$ cat src/rtl/rotary_level_ctrl.sv
// Quadrature rotary-encoder front end: synchroniser, per-channel debounce, detent FSM
// and a bounded level register. Define ROTARY_ACCEL_EN to enable fast-spin acceleration.
module rotary_level_ctrl #(
    parameter int WIDTH           = 4,
    parameter int MIN_LEVEL       = 9,
    parameter int MAX_LEVEL       = 14,
    parameter int RESET_LEVEL     = 13,
    parameter int DEBOUNCE_CYCLES = 4,
    parameter int WRAP            = 0
`ifdef ROTARY_ACCEL_EN
    ,
    parameter int ACCEL_WINDOW    = 1_000_000,
    parameter int ACCEL_STEP      = 2
`endif
) (
    input  logic             clk,
    input  logic             reset,
    input  logic             rotary_inc_a,
    input  logic             rotary_inc_b,
    input  logic             load,
    input  logic [WIDTH-1:0] load_level,
    output logic [WIDTH-1:0] level,
    output logic             inc_pulse,
    output logic             dec_pulse,
    output logic             at_min,
    output logic             at_max
);

    typedef enum logic [2:0] {
        S_IDLE,
        S_A,
        S_AB_A,
        S_BA,
        S_B,
        S_AB_B,
        S_AB
    } state_t;

    localparam logic [WIDTH:0] MIN_X = (WIDTH+1)'(MIN_LEVEL);
    localparam logic [WIDTH:0] MAX_X = (WIDTH+1)'(MAX_LEVEL);

    // Channel vectors are packed as {a, b}.
    logic [1:0] sync_1, sync_2, filt;
    state_t     state, state_next;
    logic       inc_evt, dec_evt;
    logic [WIDTH:0] step, lvl_x, load_x, lvl_nx;

    // NOTE: sequential state uses non-blocking assignments so every flop samples pre-edge values.
    always_ff @(posedge clk or posedge reset) begin
        if (reset) begin
            sync_1 <= '0;
            sync_2 <= '0;
        end else begin
            sync_1 <= {rotary_inc_a, rotary_inc_b};
            sync_2 <= sync_1;
        end
    end

    generate
        if (DEBOUNCE_CYCLES == 0) begin : g_bypass
            assign filt = sync_2;
        end else begin : g_debounce
            localparam int CW = $clog2(DEBOUNCE_CYCLES + 1);
            for (genvar ch = 0; ch < 2; ch++) begin : g_ch
                logic [CW-1:0] cnt;
                logic          f;
                always_ff @(posedge clk or posedge reset) begin
                    if (reset) begin
                        cnt <= '0;
                        f   <= 1'b0;
                    end else if (sync_2[ch] == f) begin
                        cnt <= '0;
                    end else if (int'(cnt) + 1 >= DEBOUNCE_CYCLES) begin
                        f   <= sync_2[ch];
                        cnt <= '0;
                    end else begin
                        cnt <= cnt + 1'b1;
                    end
                end
                assign filt[ch] = f;
            end
        end
    endgenerate

    always_ff @(posedge clk or posedge reset) begin
        if (reset) state <= S_IDLE;
        else       state <= state_next;
    end

    // NOTE: every always_comb output gets a default first so no path can infer a latch.
    always_comb begin
        state_next = state;
        inc_evt    = 1'b0;
        dec_evt    = 1'b0;
        case (state)
            S_IDLE: begin
                if (filt[1])      state_next = S_A;
                else if (filt[0]) state_next = S_B;
            end
            S_A: begin
                case (filt)
                    2'b00:   state_next = S_IDLE;
                    2'b10:   state_next = S_A;
                    default: state_next = S_AB_A;
                endcase
            end
            S_AB_A: begin
                case (filt)
                    2'b10:   state_next = S_A;
                    2'b01:   state_next = S_BA;
                    2'b11:   state_next = S_AB_A;
                    default: begin state_next = S_IDLE; dec_evt = 1'b1; end
                endcase
            end
            S_BA: begin
                if (filt[1])            state_next = S_AB_A;
                else if (filt == 2'b00) begin state_next = S_IDLE; dec_evt = 1'b1; end
            end
            S_B: begin
                case (filt)
                    2'b00:   state_next = S_IDLE;
                    2'b01:   state_next = S_B;
                    default: state_next = S_AB_B;
                endcase
            end
            S_AB_B: begin
                case (filt)
                    2'b01:   state_next = S_B;
                    2'b10:   state_next = S_AB;
                    2'b11:   state_next = S_AB_B;
                    default: begin state_next = S_IDLE; inc_evt = 1'b1; end
                endcase
            end
            S_AB: begin
                if (filt[0])            state_next = S_AB_B;
                else if (filt == 2'b00) begin state_next = S_IDLE; inc_evt = 1'b1; end
            end
            default: state_next = S_IDLE;
        endcase
    end

`ifdef ROTARY_ACCEL_EN
    localparam int GAP_W = $clog2(ACCEL_WINDOW + 1);
    localparam logic [GAP_W-1:0] GAP_SAT = GAP_W'(ACCEL_WINDOW);
    logic [GAP_W-1:0] gap;

    // Starts saturated so the first detent after reset is a single step.
    always_ff @(posedge clk or posedge reset) begin
        if (reset)                 gap <= GAP_SAT;
        else if (inc_evt | dec_evt) gap <= '0;
        else if (gap != GAP_SAT)   gap <= gap + 1'b1;
    end

    assign step = (int'(gap) < ACCEL_WINDOW) ? (WIDTH+1)'(ACCEL_STEP) : (WIDTH+1)'(1);
`else
    assign step = (WIDTH+1)'(1);
`endif

    // One extra bit keeps level +/- step from wrapping before the bound clamp.
    always_comb begin
        lvl_x  = {1'b0, level};
        load_x = {1'b0, load_level};
        lvl_nx = lvl_x;
        if (load) begin
            if (load_x < MIN_X)      lvl_nx = MIN_X;
            else if (load_x > MAX_X) lvl_nx = MAX_X;
            else                     lvl_nx = load_x;
        end else if (inc_evt) begin
            if (lvl_x == MAX_X)             lvl_nx = (WRAP != 0) ? MIN_X : MAX_X;
            else if (lvl_x + step > MAX_X)  lvl_nx = MAX_X;
            else                            lvl_nx = lvl_x + step;
        end else if (dec_evt) begin
            if (lvl_x == MIN_X)             lvl_nx = (WRAP != 0) ? MAX_X : MIN_X;
            else if (lvl_x < MIN_X + step)  lvl_nx = MIN_X;
            else                            lvl_nx = lvl_x - step;
        end
    end

    always_ff @(posedge clk or posedge reset) begin
        if (reset) begin
            level     <= WIDTH'(RESET_LEVEL);
            inc_pulse <= 1'b0;
            dec_pulse <= 1'b0;
        end else begin
            level     <= lvl_nx[WIDTH-1:0];
            inc_pulse <= inc_evt;
            dec_pulse <= dec_evt;
        end
    end

    assign at_min = (level == WIDTH'(MIN_LEVEL));
    assign at_max = (level == WIDTH'(MAX_LEVEL));

endmodule

$ cat config.mk
export PLATFORM = sky130hd
export DESIGN_NAME = rotary_level_ctrl
export DESIGN_NICKNAME = d
export VERILOG_FILES = /design/src/rtl/rotary_level_ctrl.sv
export SDC_FILE = /design/constraint.sdc
export NUM_CORES = 1
export LEC_CHECK = 0
export ABC_AREA = 1
export CORE_UTILIZATION = 50
export CTS_BUF_LIST = sky130_fd_sc_hd__clkbuf_16
export CTS_CLUSTER_DIAMETER = 150
export DETAILED_ROUTE_END_ITERATION = 10
export GPL_TIMING_DRIVEN = 0
export PLACE_DENSITY_LB_ADDON = 0.2
export SYNTH_ARGS = -nofsm -noshare
export SYNTH_HDL_FRONTEND = slang
export SYNTH_SLANG_ARGS = --single-unit
export TNS_END_PERCENT = 50
$ cat constraint.sdc
create_clock -name clk -period 3.5 [get_ports clk]
set_clock_uncertainty 0.15 [all_clocks]
set_input_delay 0.35 -clock clk [delete_from_list [all_inputs] [get_ports clk]]
set_output_delay 0.35 -clock clk [all_outputs]
set_load 0.02 [all_outputs]
---- Yosys cells after proc, flatten, opt, wreduce, memory -nomap -nowiden ----
Cells that the tools add are included.
word-level totals
  input port bits ......................... 9
  output and inout bits ................... 8
  logic and storage cells ................. 73
  register bits ........................... 21
cells by class
  equal/unequal tests ..................... 14
  add/subtract/negate cells ............... 6
  bitwise gates (word level) .............. 2
  multiplexer cells ....................... 29
  order comparisons ....................... 6
  reductions and logical operators ........ 6
operators with widths
  operator                                                                              number
  4-bit two-way mux                                                                     9
  3-bit two-way mux                                                                     9
  3-bit one-hot mux with 7 select lines                                                 1
  3-bit equality test (second input constant)                                           3
  3-bit one-hot mux with 3 select lines                                                 1
  3-bit by 1-bit adder with 4-bit output (second input constant)                        2
  4-bit equality test (second input constant)                                           2
  4-bit by 3-bit greater-or-equal comparator with 1-bit output (second input constant)  2
  4-bit less-than comparator (second input constant)                                    2
  3-bit by 1-bit adder with 3-bit output (second input constant)                        2
  3-bit by 2-bit equality test with 1-bit output (second input constant)                2
  2-bit one-hot mux with 3 select lines                                                 1
  3-bit one-hot mux with 2 select lines                                                 1
  4-bit by 1-bit adder with 5-bit output (second input constant)                        1
  5-bit by 4-bit > comparator with 1-bit output (second input constant)                 1
  2-bit equality test (second input constant)                                           2
  4-bit > comparator (second input constant)                                            1
  1-bit two-way mux                                                                     4
  1-bit one-hot mux with 2 select lines                                                 2
  2-bit one-hot mux with 2 select lines                                                 1
  2-bit AND reduction                                                                   2
  4-bit by 1-bit subtractor with 4-bit output (second input constant)                   1
  3-bit by 1-bit equality test with 1-bit output (second input constant)                1
  3-bit logical NOT                                                                     1
  other kinds (7)                                                                       9

---- Longest topological paths before layout ----
  depth after elaboration ................. 7
  gate-level depth with buffers ........... 10
  depth with buffers taken out ............ 10

---- Least setup slack after synthesis ----
Ideal clock, no wire load.
  kind .................................... flip-flop to flip-flop
  start ................................... register level[2]
  end ..................................... register level[1]
  library setup time ...................... 77 ps
  path slack .............................. 1741 ps
  clock period less this slack ............ 1759 ps
  path buffers ............................ 1
  arrival ................................. 1532 ps
  stages on the path, launching flop included .. 8
  required time ........................... 3273 ps
  path through ............................ dfstp_2 buf_2 nand2_1 nor2_1 o21ai_0 nand2_1 nand2_1 a21oi_1
on the way
  elaborated cells between the ends (all ways) .. 12
  those cells by class .................... 1 x add/sub; 2 x order compare; 2 x eq/ne; 7 x mux
RTL lines
  item                    line  text
  start, declared         22    output logic [WIDTH-1:0] level,
  start signal, assigned  181   level <= WIDTH'(RESET_LEVEL);
  start signal, assigned  185   level <= lvl_nx[WIDTH-1:0];
  4-bit equality test     n/a
  named net at_max        26    output logic at_max
  4-bit two-way mux       169   if (lvl_x == MAX_X) lvl_nx = (WRAP != 0) ? MIN_X : MAX_X;
  4-bit two-way mux       168   end else if (inc_evt) begin
  4-bit two-way mux       164   if (load) begin
The timed path passes the listed nets, and every way through them passes these cells. The select of a mux whose other input is x is not followed.
A chain may end at the register's enable or synchronous reset.

---- Worst setup path after layout ----
  start ................................... register level[2]
  end ..................................... output port at_max
on the way
  longest elaborated chain between the ends .. 1
ends and longest elaborated chain
  item                 line  text
  4-bit equality test  192   assign at_max = (level == WIDTH'(MAX_LEVEL));
  end, declared        26
Every way passes these cells.

==> run metrics <==
status=finished clean; nets@finish=217; Syn Inst Count=about 170; Max Buffers Root-to-Sink=2; Clk pin slew, worst setup/hold paths=0.05 ns; critical path endpoint category=primary output; CP startpoint kind=flop; Final WS setup=1.16 ns; buffer and inverter count on the worst path=2; Ant. Diodes=0; H-tree depth=1; fin util=0.652; Storage cell area=529 um^2; DR vias/cell=5.27; Leakage=0.837 nW; Max Cap Viol=0; Vias=1,181; Setup TNS=0 ns; min Tclk post-route=2.34 ns; #FFs+latches synth=21; Non-Filler Instances=224; aggregate global routing overflow=0; total power=933 uW; Starting Density=0.541; Clk Latency, worst-skew pair=~0.25 ns; largest net degree at the start of global routing=22; dpl ws=1.44 ns; Detail Placement HPWL=1980 um; Slowest cell on crit path=clkdlybuf4s50_1; slowest cell delay on critical path=between 0.6 and 0.7 ns; crit path max fanout=7; R2R depth=8; Syn Area/Cell=7.88 um^2; reg-to-reg slack, setup=1.44 ns; Inst Count DP=220; Tcrit/Tclk final=0.670; Pins Over Slew Limit=0; initial antenna violation count=0; HP Class=flop to flop; clk sinks=21; die span in x=54.2 um; worst slew pin tran=0.748 ns; vias in the first global route=1,172; Port Buffers=16; DR WL/cell=12.3 um; GRT Resource Usage Total=0.220; Post-DRT Antenna Nets=0; first-pass GRT wire length=4720 um; Max Fclk=427 MHz; filler cell count=between 200 and 250; clk root buf=clkbuf_16; unrepaired setup endpoints after global routing=no; hold_sp=sync_1[1]; Seq/Total Area, Yosys=0.388; IO Count=17; CP Data Required Time=3.00 ns; GPL Wtd Cong=about 0.84; Hold Slack=0.199 ns; largest vdd supply drop=0.404 mV; distinct cell type count after synthesis=27; share of cells above drive strength 1=0.0876; Final Hold Vio Count=0; critical path class=flop to primary output; # hold bufs at CTS=0; Core Rows=18; Num CTS Buffers=3; PD cells=568 nW/um^2; Finished Cell Area=1640 um^2; worst-path cell chain=buf_2, nand2_1, nor2_1, clkdlybuf4s50_1; FF-to-FF End=level[1]; die area=2940 um^2; arrival time worst endpoint=1.84 ns; CTS tree=built; commonest non-fill, non-tap cell in the layout=nand2_1; max_slew headroom=0.501; First-pass DRT Iterations=4; P&R area growth vs syn=20.6%; placed inst area=about 1600 um^2; hold path depth=0; DRC viols=0; worst r2r src=g_debounce.g_ch[1].f; DRT Wirelength=2760 um; Post-CTS Setup Bufs=0; most frequent cells in the layout=nand2_1, inv_1, nor2_1; Synthesis Warnings=0; Top Family by Delay on Critical Path=buffers and inverters; post-CTS sizing=0; Die H=between 50 and 60 um; multi-input gate area in the final layout=around 730 um^2; Mapped Area=1360 um^2; core footprint=2520 um^2; Hold Path End=sync_2[1]; 1st-iter DRT viols=26; setup violators final=0
flip-flops by register name (all words and copies together) (netlist names):
name / cells
sync_2: 2
inc_pulse: 1
g_debounce.g_ch.cnt: 6
sync_1: 2
g_debounce.g_ch.f: 2
dec_pulse: 1
state: 3
level: 4
worst reg2reg max path: stages (launching register included):
cell and delay [ns]:
dfrtp_1 0.49, inv_1 0.21, ha_1 0.33, inv_1 0.18
o21ai_4 0.27, nor2_4 0.08, inv_1 0.08, nor2_1 0.05
a21oi_1 0.15
cell usage after synthesis, drive strengths merged:
cell type,count,share of area
buf,2,0.012
nand3,18,0.070
xor2,2,0.013
nor2,23,0.069
a21oi,7,0.026
nand4,9,0.041
o21ai,10,0.045
xnor2,1,0.0064
ha,13,0.12
o211ai,1,0.0055
conb,1,0.0027
dfstp,3,0.058
o22ai,2,0.0092
a31oi,1,0.0046
inv,24,0.066
o2111ai,1,0.0064
dfrtp,18,0.33
nand2,35,0.11
nor3,2,0.0073
where the power goes:
part           switching, mW  internal, mW  leakage, nW
Combinational          0.228         0.144        0.540
Sequential            0.0498         0.283        0.255
Clock                 0.0762         0.152       0.0423
worst max path at each step:
| stage | from | to | slack, ns | depth (start not counted) |
|---|---|---|---|---|
| 6_report | level[2] | at_max | 1.16 | 4 |
| 5_1_grt | level[2] | at_max | 1.08 | 4 |
| 4_1_cts | level[2] | at_max | 1.16 | 4 |
| 3_5_place_dp | level[2] | at_max | 1.44 | 4 |
| 3_3_place_gp | level[2] | at_max | 1.44 | 4 |
| 2_1_floorplan | level[2] | level[1] | 1.74 | 7 |
cells by family after synthesis:
group,synth area share
AND/OR/NAND/NOR,0.296
buffers and inverters,0.0780
AO/OA/AOI/OAI,0.0963
flip-flops,0.388
adder cells (fa/ha/maj),0.119
XOR/XNOR,0.0193
other,0.00275
routing by layer:
metal	global-route usage	wire length, um
met1	0.295	1340
met2	0.386	1360
met3	0.0167	54
met4	0.0470	4
met5	0	0
cell type report:
| cell class | count | area share |
|---|---|---|
| buffer | 2 | 0.00989 |
| clock buffer | 3 | 0.0457 |
| clock inverter | 1 | 0.00228 |
| tap | 30 | 0.0228 |
| sequential | 21 | 0.322 |
| multi-input combinational | 127 | 0.445 |
| inverter | 24 | 0.0548 |
| timing repair buffer | 16 | 0.0974 |
No activity file was read; power rests on OpenSTA's default activity.
